$ cat config.mk
export PLATFORM = sky130hd
export DESIGN_NAME = sram_req_arbiter
export DESIGN_NICKNAME = d
export VERILOG_FILES = /design/src/rtl/sram_arb_pkg.sv /design/src/rtl/sram_arb_tag_fifo.sv /design/src/rtl/sram_req_arbiter.sv
export SDC_FILE = /design/constraint.sdc
export NUM_CORES = 1
export LEC_CHECK = 0
export ABC_AREA = 1
export BUFFER_PORTS_ARGS = -buffer_cell sky130_fd_sc_hd__buf_2
export CORE_AREA = 8 8 81 83
export CTS_BUF_LIST = sky130_fd_sc_hd__clkbuf_16
export CTS_CLUSTER_DIAMETER = 40
export DETAILED_ROUTE_END_ITERATION = 10
export DIE_AREA = 0 0 89 91
export PLACE_DENSITY = 0.77
export SYNTH_ARGS = -nofsm -noshare
export SYNTH_HDL_FRONTEND = slang
export SYNTH_SLANG_ARGS = --single-unit
$ cat constraint.sdc
create_clock -name clock -period 2.44 [get_ports clock]
set_input_delay 0.366 -clock clock [delete_from_list [all_inputs] [get_ports clock]]
set_output_delay 0.366 -clock clock [all_outputs]
set_load 0.03 [all_outputs]
$ cat src/rtl/sram_arb_pkg.sv
// Shared types and helpers for the SRAM request arbiter.
// Defines the request payload type and the round-robin pick function.
package sram_arb_pkg;

  localparam int SramAw = 12;
  localparam int SramDw = 32;
  localparam int MaxReq = 8;

  typedef struct packed {
    logic                  we;
    logic [SramAw-1:0]     addr;
    logic [SramDw-1:0]     wdata;
    logic [SramDw/8-1:0]   wmask;
  } sram_req_t;

  // First asserted request at or after ptr, wrapping at num_req; 0 when none.
  function automatic logic [2:0] rr_pick(input logic [MaxReq-1:0] req,
                                         input logic [2:0]        ptr,
                                         input int unsigned       num_req);
    logic [2:0] pick;
    logic [2:0] cand;
    logic       found;
    pick  = 3'd0;
    found = 1'b0;
    for (int unsigned i = 0; i < MaxReq; i++) begin
      cand = 3'((32'(ptr) + i) % num_req);
      if (i < num_req && !found && req[cand]) begin
        pick  = cand;
        found = 1'b1;
      end
    end
    return pick;
  endfunction

endpackage

$ cat src/rtl/sram_arb_tag_fifo.sv
// Tag FIFO holding the requester id of every granted-but-unanswered request.
// Supports push and pop in the same cycle; head is read combinationally.
module sram_arb_tag_fifo #(
  parameter int Depth = 2,
  parameter int Width = 1,
  localparam int PtrW = (Depth > 1) ? $clog2(Depth) : 1,
  localparam int CntW = PtrW + 1
) (
  input  logic             clock,
  input  logic             reset,
  input  logic             push,
  input  logic [Width-1:0] push_data,
  input  logic             pop,
  output logic [Width-1:0] pop_data,
  output logic             full,
  output logic             empty,
  output logic [CntW-1:0]  count
);

  logic [Width-1:0] mem_reg [Depth];
  logic [PtrW-1:0]  wr_ptr_reg;
  logic [PtrW-1:0]  rd_ptr_reg;
  logic [CntW-1:0]  count_reg;
  logic             do_push;
  logic             do_pop;

  assign full     = (count_reg == CntW'(Depth));
  assign empty    = (count_reg == '0);
  assign count    = count_reg;
  assign pop_data = mem_reg[rd_ptr_reg];

  // A pop in the same cycle frees the slot a full push needs.
  assign do_pop  = pop && !empty;
  assign do_push = push && (!full || do_pop);

  always_ff @(posedge clock) begin
    if (do_push) begin
      mem_reg[wr_ptr_reg] <= push_data;
    end
  end

  always_ff @(posedge clock) begin
    if (reset) begin
      wr_ptr_reg <= '0;
      rd_ptr_reg <= '0;
      count_reg  <= '0;
    end else begin
      if (do_push) begin
        wr_ptr_reg <= (wr_ptr_reg == PtrW'(Depth - 1)) ? '0 : wr_ptr_reg + 1'b1;
      end
      if (do_pop) begin
        rd_ptr_reg <= (rd_ptr_reg == PtrW'(Depth - 1)) ? '0 : rd_ptr_reg + 1'b1;
      end
      case ({do_push, do_pop})
        2'b10:   count_reg <= count_reg + 1'b1;
        2'b01:   count_reg <= count_reg - 1'b1;
        default: count_reg <= count_reg;
      endcase
    end
  end

endmodule

$ cat src/rtl/sram_req_arbiter.sv
// Round-robin arbiter sharing one single-port SRAM between NumReq requesters,
// routing each in-order memory response back to the requester that issued it.
module sram_req_arbiter
  import sram_arb_pkg::*;
#(
  parameter int NumReq      = 2,
  parameter int SramAw      = 12,
  parameter int SramDw      = 32,
  parameter int Outstanding = 2
) (
  input  logic                       clock,
  input  logic                       reset,
  input  logic [NumReq-1:0]          req_i,
  output logic [NumReq-1:0]          gnt_o,
  input  logic [NumReq-1:0]          we_i,
  input  logic [NumReq*SramAw-1:0]   addr_i,
  input  logic [NumReq*SramDw-1:0]   wdata_i,
  input  logic [NumReq*SramDw/8-1:0] wmask_i,
  output logic [NumReq-1:0]          rvalid_o,
  output logic [SramDw-1:0]          rdata_o,
  output logic                       mem_req_o,
  input  logic                       mem_gnt_i,
  output logic                       mem_we_o,
  output logic [SramAw-1:0]          mem_addr_o,
  output logic [SramDw-1:0]          mem_wdata_o,
  output logic [SramDw/8-1:0]        mem_wmask_o,
  input  logic [SramDw-1:0]          mem_rdata_i,
  input  logic                       mem_rvalid_i,
  output logic                       err_o
);

  localparam int IdxW = (NumReq > 1) ? $clog2(NumReq) : 1;
  localparam int MskW = SramDw / 8;
  localparam int PtrW = (Outstanding > 1) ? $clog2(Outstanding) : 1;
  localparam int CntW = PtrW + 1;

  logic [SramAw-1:0] addr_arr  [NumReq];
  logic [SramDw-1:0] wdata_arr [NumReq];
  logic [MskW-1:0]   wmask_arr [NumReq];

  logic [IdxW-1:0]   rr_ptr_reg;
  logic              err_reg;
  logic [IdxW-1:0]   winner;
  logic [MaxReq-1:0] req_ext;
  logic              any_req;
  logic              room;
  logic              handshake;
  logic              pop;
  logic [IdxW-1:0]   tag_head;
  logic              tag_full;
  logic              tag_empty;
  logic [CntW-1:0]   tag_count;

  genvar gi;
  generate
    for (gi = 0; gi < NumReq; gi++) begin : g_req
      assign addr_arr[gi]  = addr_i[gi*SramAw +: SramAw];
      assign wdata_arr[gi] = wdata_i[gi*SramDw +: SramDw];
      assign wmask_arr[gi] = wmask_i[gi*MskW +: MskW];
      assign gnt_o[gi]     = handshake && (winner == IdxW'(gi));
      assign rvalid_o[gi]  = pop && (tag_head == IdxW'(gi));
    end
  endgenerate

  always_comb begin
    req_ext              = '0;
    req_ext[NumReq-1:0]  = req_i;
    winner               = IdxW'(rr_pick(req_ext, 3'(rr_ptr_reg), NumReq));
  end

  // An in-flight response this cycle frees a slot, so a full FIFO can still accept.
  assign any_req   = |req_i;
  assign room      = (tag_count < CntW'(Outstanding)) || (tag_full && mem_rvalid_i);
  assign mem_req_o = !reset && any_req && room;
  assign handshake = mem_req_o && mem_gnt_i;
  assign pop       = !reset && mem_rvalid_i && !tag_empty;

  assign mem_we_o    = any_req ? we_i[winner]      : 1'b0;
  assign mem_addr_o  = any_req ? addr_arr[winner]  : '0;
  assign mem_wdata_o = any_req ? wdata_arr[winner] : '0;
  assign mem_wmask_o = any_req ? wmask_arr[winner] : '0;
  assign rdata_o     = mem_rdata_i;
  assign err_o       = err_reg;

  sram_arb_tag_fifo #(
    .Depth (Outstanding),
    .Width (IdxW)
  ) u_tag_fifo (
    .clock     (clock),
    .reset     (reset),
    .push      (handshake),
    .push_data (winner),
    .pop       (pop),
    .pop_data  (tag_head),
    .full      (tag_full),
    .empty     (tag_empty),
    .count     (tag_count)
  );

  always_ff @(posedge clock) begin
    if (reset) begin
      rr_ptr_reg <= '0;
      err_reg    <= 1'b0;
    end else begin
      if (handshake) begin
        rr_ptr_reg <= (winner == IdxW'(NumReq - 1)) ? '0 : winner + 1'b1;
      end
      if (mem_rvalid_i && tag_empty) begin
        err_reg <= 1'b1;
      end
    end
  end

endmodule

==> results of run 1 <==
[report_power, final]
group	total (uW)	leakage, uW	switching, uW	internal (uW)
clock	281	0.0000423	66.9	214
sequential	172	0.0000761	7.73	165
combinational	479	0.00122	317	162
total	932	0.00134	392	540
[layout by cell type, fill, tap and decap left out, types with 2 or more instances in the layout]
cell / instances
buf_4: 2
dfxtp_1: 7
nand2_2: 2
nand2_1: 109
nor2_2: 2
buf_2: 158
inv_1: 7
nor2_1: 16
a21oi_1: 2
edfxtp_1: 2
nor2_4: 2
inv_2: 2
clkbuf_16: 3
o21ai_0: 2
nand3_1: 49
[per-layer routing]
layer  vias to the layer above  track usage  routed length, um
met5                         -            0                  0
met4                         0       0.0374                 87
met3                        12       0.0450                652
met2                       113        0.244               2850
met1                       810        0.129               1990
li1                       1003            -                  -
[layout make-up]
type,instances,share of cell area
Multi-Input combinational cell,189,0.409
Clock inverter,1,0.00183
Tap cell,72,0.0440
Clock buffer,3,0.0367
Inverter,9,0.0177
Sequential cell,9,0.0977
Timing Repair Buffer,160,0.393
[final timing paths]
kind,startpoint,to,cells past startpoint
max reg2reg,u_tag_fifo.count[0],u_tag_fifo.count[1],9
max,rr_ptr_reg,mem_wdata_o[15],7
min,mem_rvalid_i,err_o,3
min reg2reg,err_o,err_o,2
[through the flow]
step                power, uW  std cells  utilization
floorplan                 588        255            -
global placement          651        439        0.369
detailed placement        657        439        0.369
CTS                       941        443        0.384
global route              989        443        0.384
finish                    932        443        0.384
[worst max-delay path, delay by kind of cell, from the launching register on]
kind,cells,cell delay (ps)
and+or+nand+nor,4,460
buffers and inverters,3,650
DFF,1,310
[kinds of logic after synthesis]
kind of cell / after synthesis / synth area share
DFF: 9 / 0.140
xor gates and xnor gates: 1 / 0.00613
and+or+nand+nor: 182 / 0.553
adders and majority gates: 1 / 0.00876
buffers and inverters: 57 / 0.274
AOI/OAI and AO/OA: 5 / 0.0175
==> impl_metrics.toml, run 1 <==
[die]
rows = 27
ioPinCount = 223
core_um2 = 5340
start_util = 0.268
die_height_um = 91
die-area_um2 = 8100
die_w_um = 89

[cells_and_area]
drive_gt1_frac = 0.469
final.fill_count = 571
area_growth_pct = 43.3
diodes = 0
finalNetCount = 509
seq_area_um2 = 200
multi_input_area_um2 = 837
final_area_um2 = 2050

[route]
first_iter_violations = 64
drc = 0
drt_first_pass_iters = 4
drtAntennaViolNets = 0
post_drt_wl_per_cell_um = 12.6
drt_wl_total_mm = 5.57
viasPerCell = 4.37
vias = 1938

[timing]
fin_skew_ps = 1.64
hold_slack_ps = 397
fin_crit_sh = 0.848
setup_viol = 0
rsz0062_at_grt = "no"
finalCriticalPeriod_ps = 2070
setup_ws_ps = 371
final.setup.tns_ps = 0
fmax_mhz = 483
tightest_slew_ps = 484
maxSlewViolCount = 0
slew_headroom = 0.677
hold_violations = 0

[power]
cellLeakagePower_uw = 0.00134
irDropWorstVdd_v = 0.000274
power.density_nw_per_um2 = 455

[worst_setup_path]
cpMostUsedCell = "nand2_1"
critPathKind = "reg2out"
crit_chain = "inv_1, nand2_2, nand2_4, inv_4, nand2_1, nand2_1, buf_2"
cpPeakStageDelay_ps = 410
cp_data_required_time_ps = 2070
start_kind = "register"
cp_max_fo = 52
cp-end-kind = "output port"
cp_slowest_cell = "inv_4"
r2r_slack_ps = 880
arrival_ps = 1700

[cts]
cts_tree = "yes"
cts_sinks = 9
clock_latency_ps = 230
cts_setup_buffers = 0
numCtsBuffers = 3
clk_pin_slew_ps = 40
ctsHoldBuffers = 0
h-tree-depth = 1
cts_root_buffer = "clkbuf_16"
cts_buffer_depth = 2
cts_resized = 0

[min_path]
hold_path.class = "in2reg"

[logic_synthesis]
synth_area_um2 = 1430
syn-instance-count = 255
yosys_warnings = 0
avgSynthCellArea_um2 = 5.60
ys_top_cells_by_count = "nand2_1 (109), nand3_1 (49), buf_4 (35)"
yosysTopAreaCellShare = 0.286
ys_types = 23
synth-edff-count = 2
synth-async-reset-ratio = 0
synth_top_cell_by_area = "nand2_1"
ys_ff_latch = 9
yosysMostFrequentCell = "nand2_1"
synth_ff_type = "dfxtp_1"
syn_nets = 392
synth_area_leaders = "nand2_1 (29%), buf_4 (18%), nand3_1 (17%)"
yosysSeqAreaShare = 0.140

[placement]
gp_congestion = 0.789
dp_hpwl_mm = 4.61
dpl_cell_area_um2 = 1970
place_ws_ps = 381
port_buffers = 158

[global_route]
grt_pass1_wl_mm = 8.71
gr-usage-all-layers = 0.130
grt_overflow = 0
grt_pass1_vias = 1962
antenna_found_initial = 0
grt_start_max_net_pins = 53

[job]
drv_cap = 0

[run_status]
status = "finished clean"
No activity file was read; power rests on OpenSTA's default activity.
==> inputs of run 2 (changes only) <==
- CORE_AREA: 8 8 81 83 -> not set
- CORE_MARGIN: not set -> 8
- CORE_UTILIZATION: not set -> 26
- DIE_AREA: 0 0 89 91 -> not set
- clock period: 2.44 -> 1.9 ns (I/O delays scaled with it)
==> run 2 against run 1 <==
Die area increased by 0.30%. Non-clock buffer count increased by 1. First-iteration DRC count down 48%. Worst hold slack got worse by 79 ps. Final cell count is 0.23% higher. Cell area up 0.49%. Count of clock-buffer cells in the layout did not move. Global-route usage rose by 0.65 points. Sequential power up 28%. Wire length is 5.9% higher. Sequential cell count stayed put. Critical path depth unchanged.
==> impl_metrics.toml, run 2 (synthesized netlist as in run 1, its figures left out) <==
[min_path]
min_from = "reset"
hold_path.class = "in2reg"
hold_path_depth = 2
min_to = "err_o"

[route]
drt_first_pass_iters = 4
viasPerCell = 4.32
first_iter_violations = 33
drc = 0
post_drt_wl_per_cell_um = 13.3
drt_wl_total_mm = 5.90
drtAntennaViolNets = 0
vias = 1917

[die]
start_util = 0.264
die_w_um = 90.1
ioPinCount = 223
core_um2 = 5410
rows = 27
die_height_um = 90.1
die-area_um2 = 8120

[global_route]
grt_start_max_net_pins = 53
grt_pass1_wl_mm = 9.60
gr-usage-all-layers = 0.137
antenna_found_initial = 0
grt_pass1_vias = 2029
grt_overflow = 0

[cts]
clk_pin_slew_ps = 40
cts_root_buffer = "clkbuf_16"
cts_tree = "yes"
cts_buffer_depth = 2
ctsHoldBuffers = 0
clock_latency_ps = 230
numCtsBuffers = 3
cts_sinks = 9
h-tree-depth = 1

[worst_setup_path]
cp-end-kind = "output port"
start_kind = "register"
rr_startpoint = "u_tag_fifo.count[0]"
r2r_cells = 11
critPathKind = "reg2out"
r2r_slack_ps = 410
cp_max_fo = 28
r2r-end = "u_tag_fifo.count[1]"
arrival_ps = 1500
cp_data_required_time_ps = 1620

[timing]
final.setup.tns_ps = 0
fin_skew_ps = 2.22
rsz0062_at_grt = "no"
maxSlewViolCount = 0
fin_crit_sh = 0.941
slew_headroom = 0.682
fmax_mhz = 560
setup_viol = 0
finalCriticalPeriod_ps = 1790
hold_slack_ps = 318
tightest_slew_ps = 477
setup_ws_ps = 113
hold_violations = 0

[cells_and_area]
area_growth_pct = 44.0
drive_gt1_frac = 0.470
diodes = 0
layout_commonest_cell = "buf_2"
finalNetCount = 510
final.fill_count = 605
final_core_util = 0.381
final_cell_mix = "buf_2 (158), nand2_1 (109), nand3_1 (49), nor2_1 (16)"

[power]
cellLeakagePower_uw = 0.00134
power_uw = 1200
power.density_nw_per_um2 = 585
irDropWorstVdd_v = 0.000303

[placement]
dp_hpwl_mm = 4.87
gp_congestion = 0.800
place_ws_ps = 188
port_buffers = 158

[job]
drv_cap = 0

[run_status]
status = "finished clean"
-- run 2: changes by cell type in the layout (fill, tap and decap cells not counted), sizes merged --
| cell | change |
|---|---|
| buf | +1 |
-- run 2: worst max-delay path by stage --
| stage | start | endpoint | slack, ps | cells after the start |
|---|---|---|---|---|
| finish | rr_ptr_reg | mem_addr_o[0] | 110 | 7 |
| global route | rr_ptr_reg | mem_addr_o[0] | 20 | 7 |
| CTS | rr_ptr_reg | mem_addr_o[5] | 40 | 7 |
| detailed placement | req_i[0] | mem_wdata_o[31] | 190 | 7 |
| global placement | req_i[0] | mem_addr_o[3] | 230 | 7 |
| floorplan | req_i[0] | gnt_o[0] | 470 | 6 |
-- run 2: power by group --
group | switching, uW | total, uW | internal (uW)
combinational | 412 | 621 | 209
sequential | 9.94 | 221 | 211
clock | 86.6 | 361 | 275
-- run 2: stage by stage --
stage,instances,area (um^2)
after floorplan,255,1430
after global placement,440,1980
after detailed placement,440,1980
after CTS,444,2060
after global routing,444,2060
final,444,2060
-- run 2: layer usage --
layer  share of wire  wire length [um]  track usage
met5               0                 0            0
met4           0.019               112       0.0472
met3           0.076               446       0.0357
met2            0.53              3100        0.258
met1            0.38              2240        0.142
-- run 2: worst max-delay path, cell delays in order (launching register included) --
cell     delay (ps)
dfxtp_1         290
inv_1            80
nand2_2          70
nand2_4          80
buf_4           300
nand3_1         170
nand2_1          80
buf_2           190
-- run 2: cell type report --
cell class	instances	area, um^2	area share
well taps	72	90.1	0.0438
repair buffers	161	813	0.395
clock inverters	1	3.75	0.00182
clock buffers	3	75.1	0.0365
inverters	9	38.8	0.0188
multi-input cells	189	837	0.407
flip-flops and latches	9	200	0.0973
-- run 2: what timing repair did --
item | in CTS | in global routing
gates resized for setup | 0 | 1
endpoints found under the setup margin | 0 | 11
setup buffers | 0 | 0
==> inputs of run 3 (changes only) <==
- RECOVER_POWER: not set -> 50
- TNS_END_PERCENT: not set -> 10
==> run 3 against run 2 <==
Die area unchanged. Global-route usage unchanged. Via count down 0.26%. Count of clock-buffer cells in the layout unchanged. Non-clock buffer count unchanged. Total power down 0.49%. Clock power about the same. Critical path depth unchanged. First-iteration DRC count unchanged. Cell area down 0.97%. Worst hold slack better by 3.6 ps. Core utilization down 0.37 points. Critical endpoint unchanged.
==> impl_metrics.toml, run 3 (synthesized netlist as in run 1, its figures left out) <==
[run_status]
status = "finished clean"

[route]
first_iter_violations = 33
post_drt_wl_per_cell_um = 13.4
vias = 1912
drtAntennaViolNets = 0
drc = 0
viasPerCell = 4.31
drt_wl_total_mm = 5.93
drt_first_pass_iters = 4

[worst_setup_path]
arrival_ps = 1490
cp_max_fo = 28
cp_data_required_time_ps = 1620
critPathKind = "reg2out"
cpPeakStageDelay_ps = 300
crit_buf_inv = 3
cp_slowest_cell = "buf_4"
path_delay_family = "buffers and inverters"
crit_chain = "inv_1, nand2_2, nand2_4, buf_4, nand3_1, nand2_1, buf_2"
start_kind = "register"
cp-end-kind = "output port"

[die]
rows = 27
die-area_um2 = 8120
core_um2 = 5410
die_w_um = 90.1
ioPinCount = 223
start_util = 0.264
die_height_um = 90.1

[cells_and_area]
drive_gt1_frac = 0.457
area_growth_pct = 42.6
final_cell_mix = "buf_2 (152), nand2_1 (110), nand3_1 (50), nor2_1 (17)"
diodes = 0
finalNetCount = 510
final_area_um2 = 2040
layout_commonest_cell = "buf_2"
fin_cells = 444
final.fill_count = 609

[power]
power.density_nw_per_um2 = 588
cellLeakagePower_uw = 0.00133
power_uw = 1200
irDropWorstVdd_v = 0.000303

[timing]
fin_skew_ps = 1.98
setup_viol = 0
hold_violations = 0
setup_ws_ps = 125
slew_headroom = 0.682
tightest_slew_ps = 477
finalCriticalPeriod_ps = 1780
final.setup.tns_ps = 0
maxSlewViolCount = 0
fmax_mhz = 563
fin_crit_sh = 0.934
rsz0062_at_grt = "no"

[global_route]
grt_pass1_vias = 2029
antenna_found_initial = 0
gr-usage-all-layers = 0.137
grt_start_max_net_pins = 53
grt_pass1_wl_mm = 9.60
grt_overflow = 0

[placement]
dp_hpwl_mm = 4.87
port_buffers = 158
gp_congestion = 0.800
dpl_cell_area_um2 = 1980
place_ws_ps = 188
placedCellCount = 440

[cts]
clk_pin_slew_ps = 40
cts_sinks = 9
clock_latency_ps = 230
numCtsBuffers = 3
cts_root_buffer = "clkbuf_16"
h-tree-depth = 1
cts_buffer_depth = 2
cts_tree = "yes"
ctsHoldBuffers = 0

[min_path]
hold_path.class = "in2reg"

[job]
drv_cap = 0
## run 3: per-layer routing
| metal | up-vias | track usage | share of wire |
|---|---|---|---|
| met1 | 802 | 0.142 | 0.39 |
| met3 | 12 | 0.0357 | 0.075 |
| li1 | 1004 | - | - |
| met2 | 94 | 0.258 | 0.52 |
| met5 | - | 0 | 0 |
| met4 | 0 | 0.0472 | 0.019 |
## run 3: through the flow
step | hold WS [ps] | util
floorplan | 357 | -
global placement | 447 | 0.366
detailed placement | 473 | 0.366
CTS | 320 | 0.380
global route | 338 | 0.377
finish | 321 | 0.377
## run 3: area by class of cell
cell class | instances | area, um^2 | area share
clock buffers | 3 | 75.1 | 0.0368
clock inverters | 1 | 3.75 | 0.00184
inverters | 9 | 38.8 | 0.0190
multi-input cells | 189 | 820 | 0.402
flip-flops and latches | 9 | 200 | 0.0982
well taps | 72 | 90.1 | 0.0442
repair buffers | 161 | 811 | 0.398
## run 3: timing repair
action | 4_1_cts | 5_1_grt
buffers inserted | 0 | 0
hold endpoints to repair | 0 | 0
setup endpoints to repair | 0 | 11
gates resized for setup | 0 | 1
## run 3: final timing paths
| path | startpoint | end | slack (ps) | cells past startpoint |
|---|---|---|---|---|
| worst max register to register | u_tag_fifo.count[0] | u_tag_fifo.count[1] | 220 | 11 |
| worst min-delay path | mem_rvalid_i | err_o | 320 | 3 |
| worst min register to register | err_o | err_o | 480 | 2 |
| worst max-delay path | rr_ptr_reg | mem_addr_o[0] | 120 | 7 |
## run 3: power breakdown
part	total [uW]	switching, uW	internal, uW
logic	616	409	207
clock network	361	86.0	274
registers	221	9.57	211
total	1200	505	693
## run 3: worst register-to-register path: stages, from the launching register on
cell     delay (ps)
dfxtp_1         350
inv_2            60
nand2_1          40
nand2_1          80
nand3_1         270
ha_1            370
inv_1            80
nand2_1          50
nor2_1          110
nand2_1          60
nand2_1          50
nor2_1           30
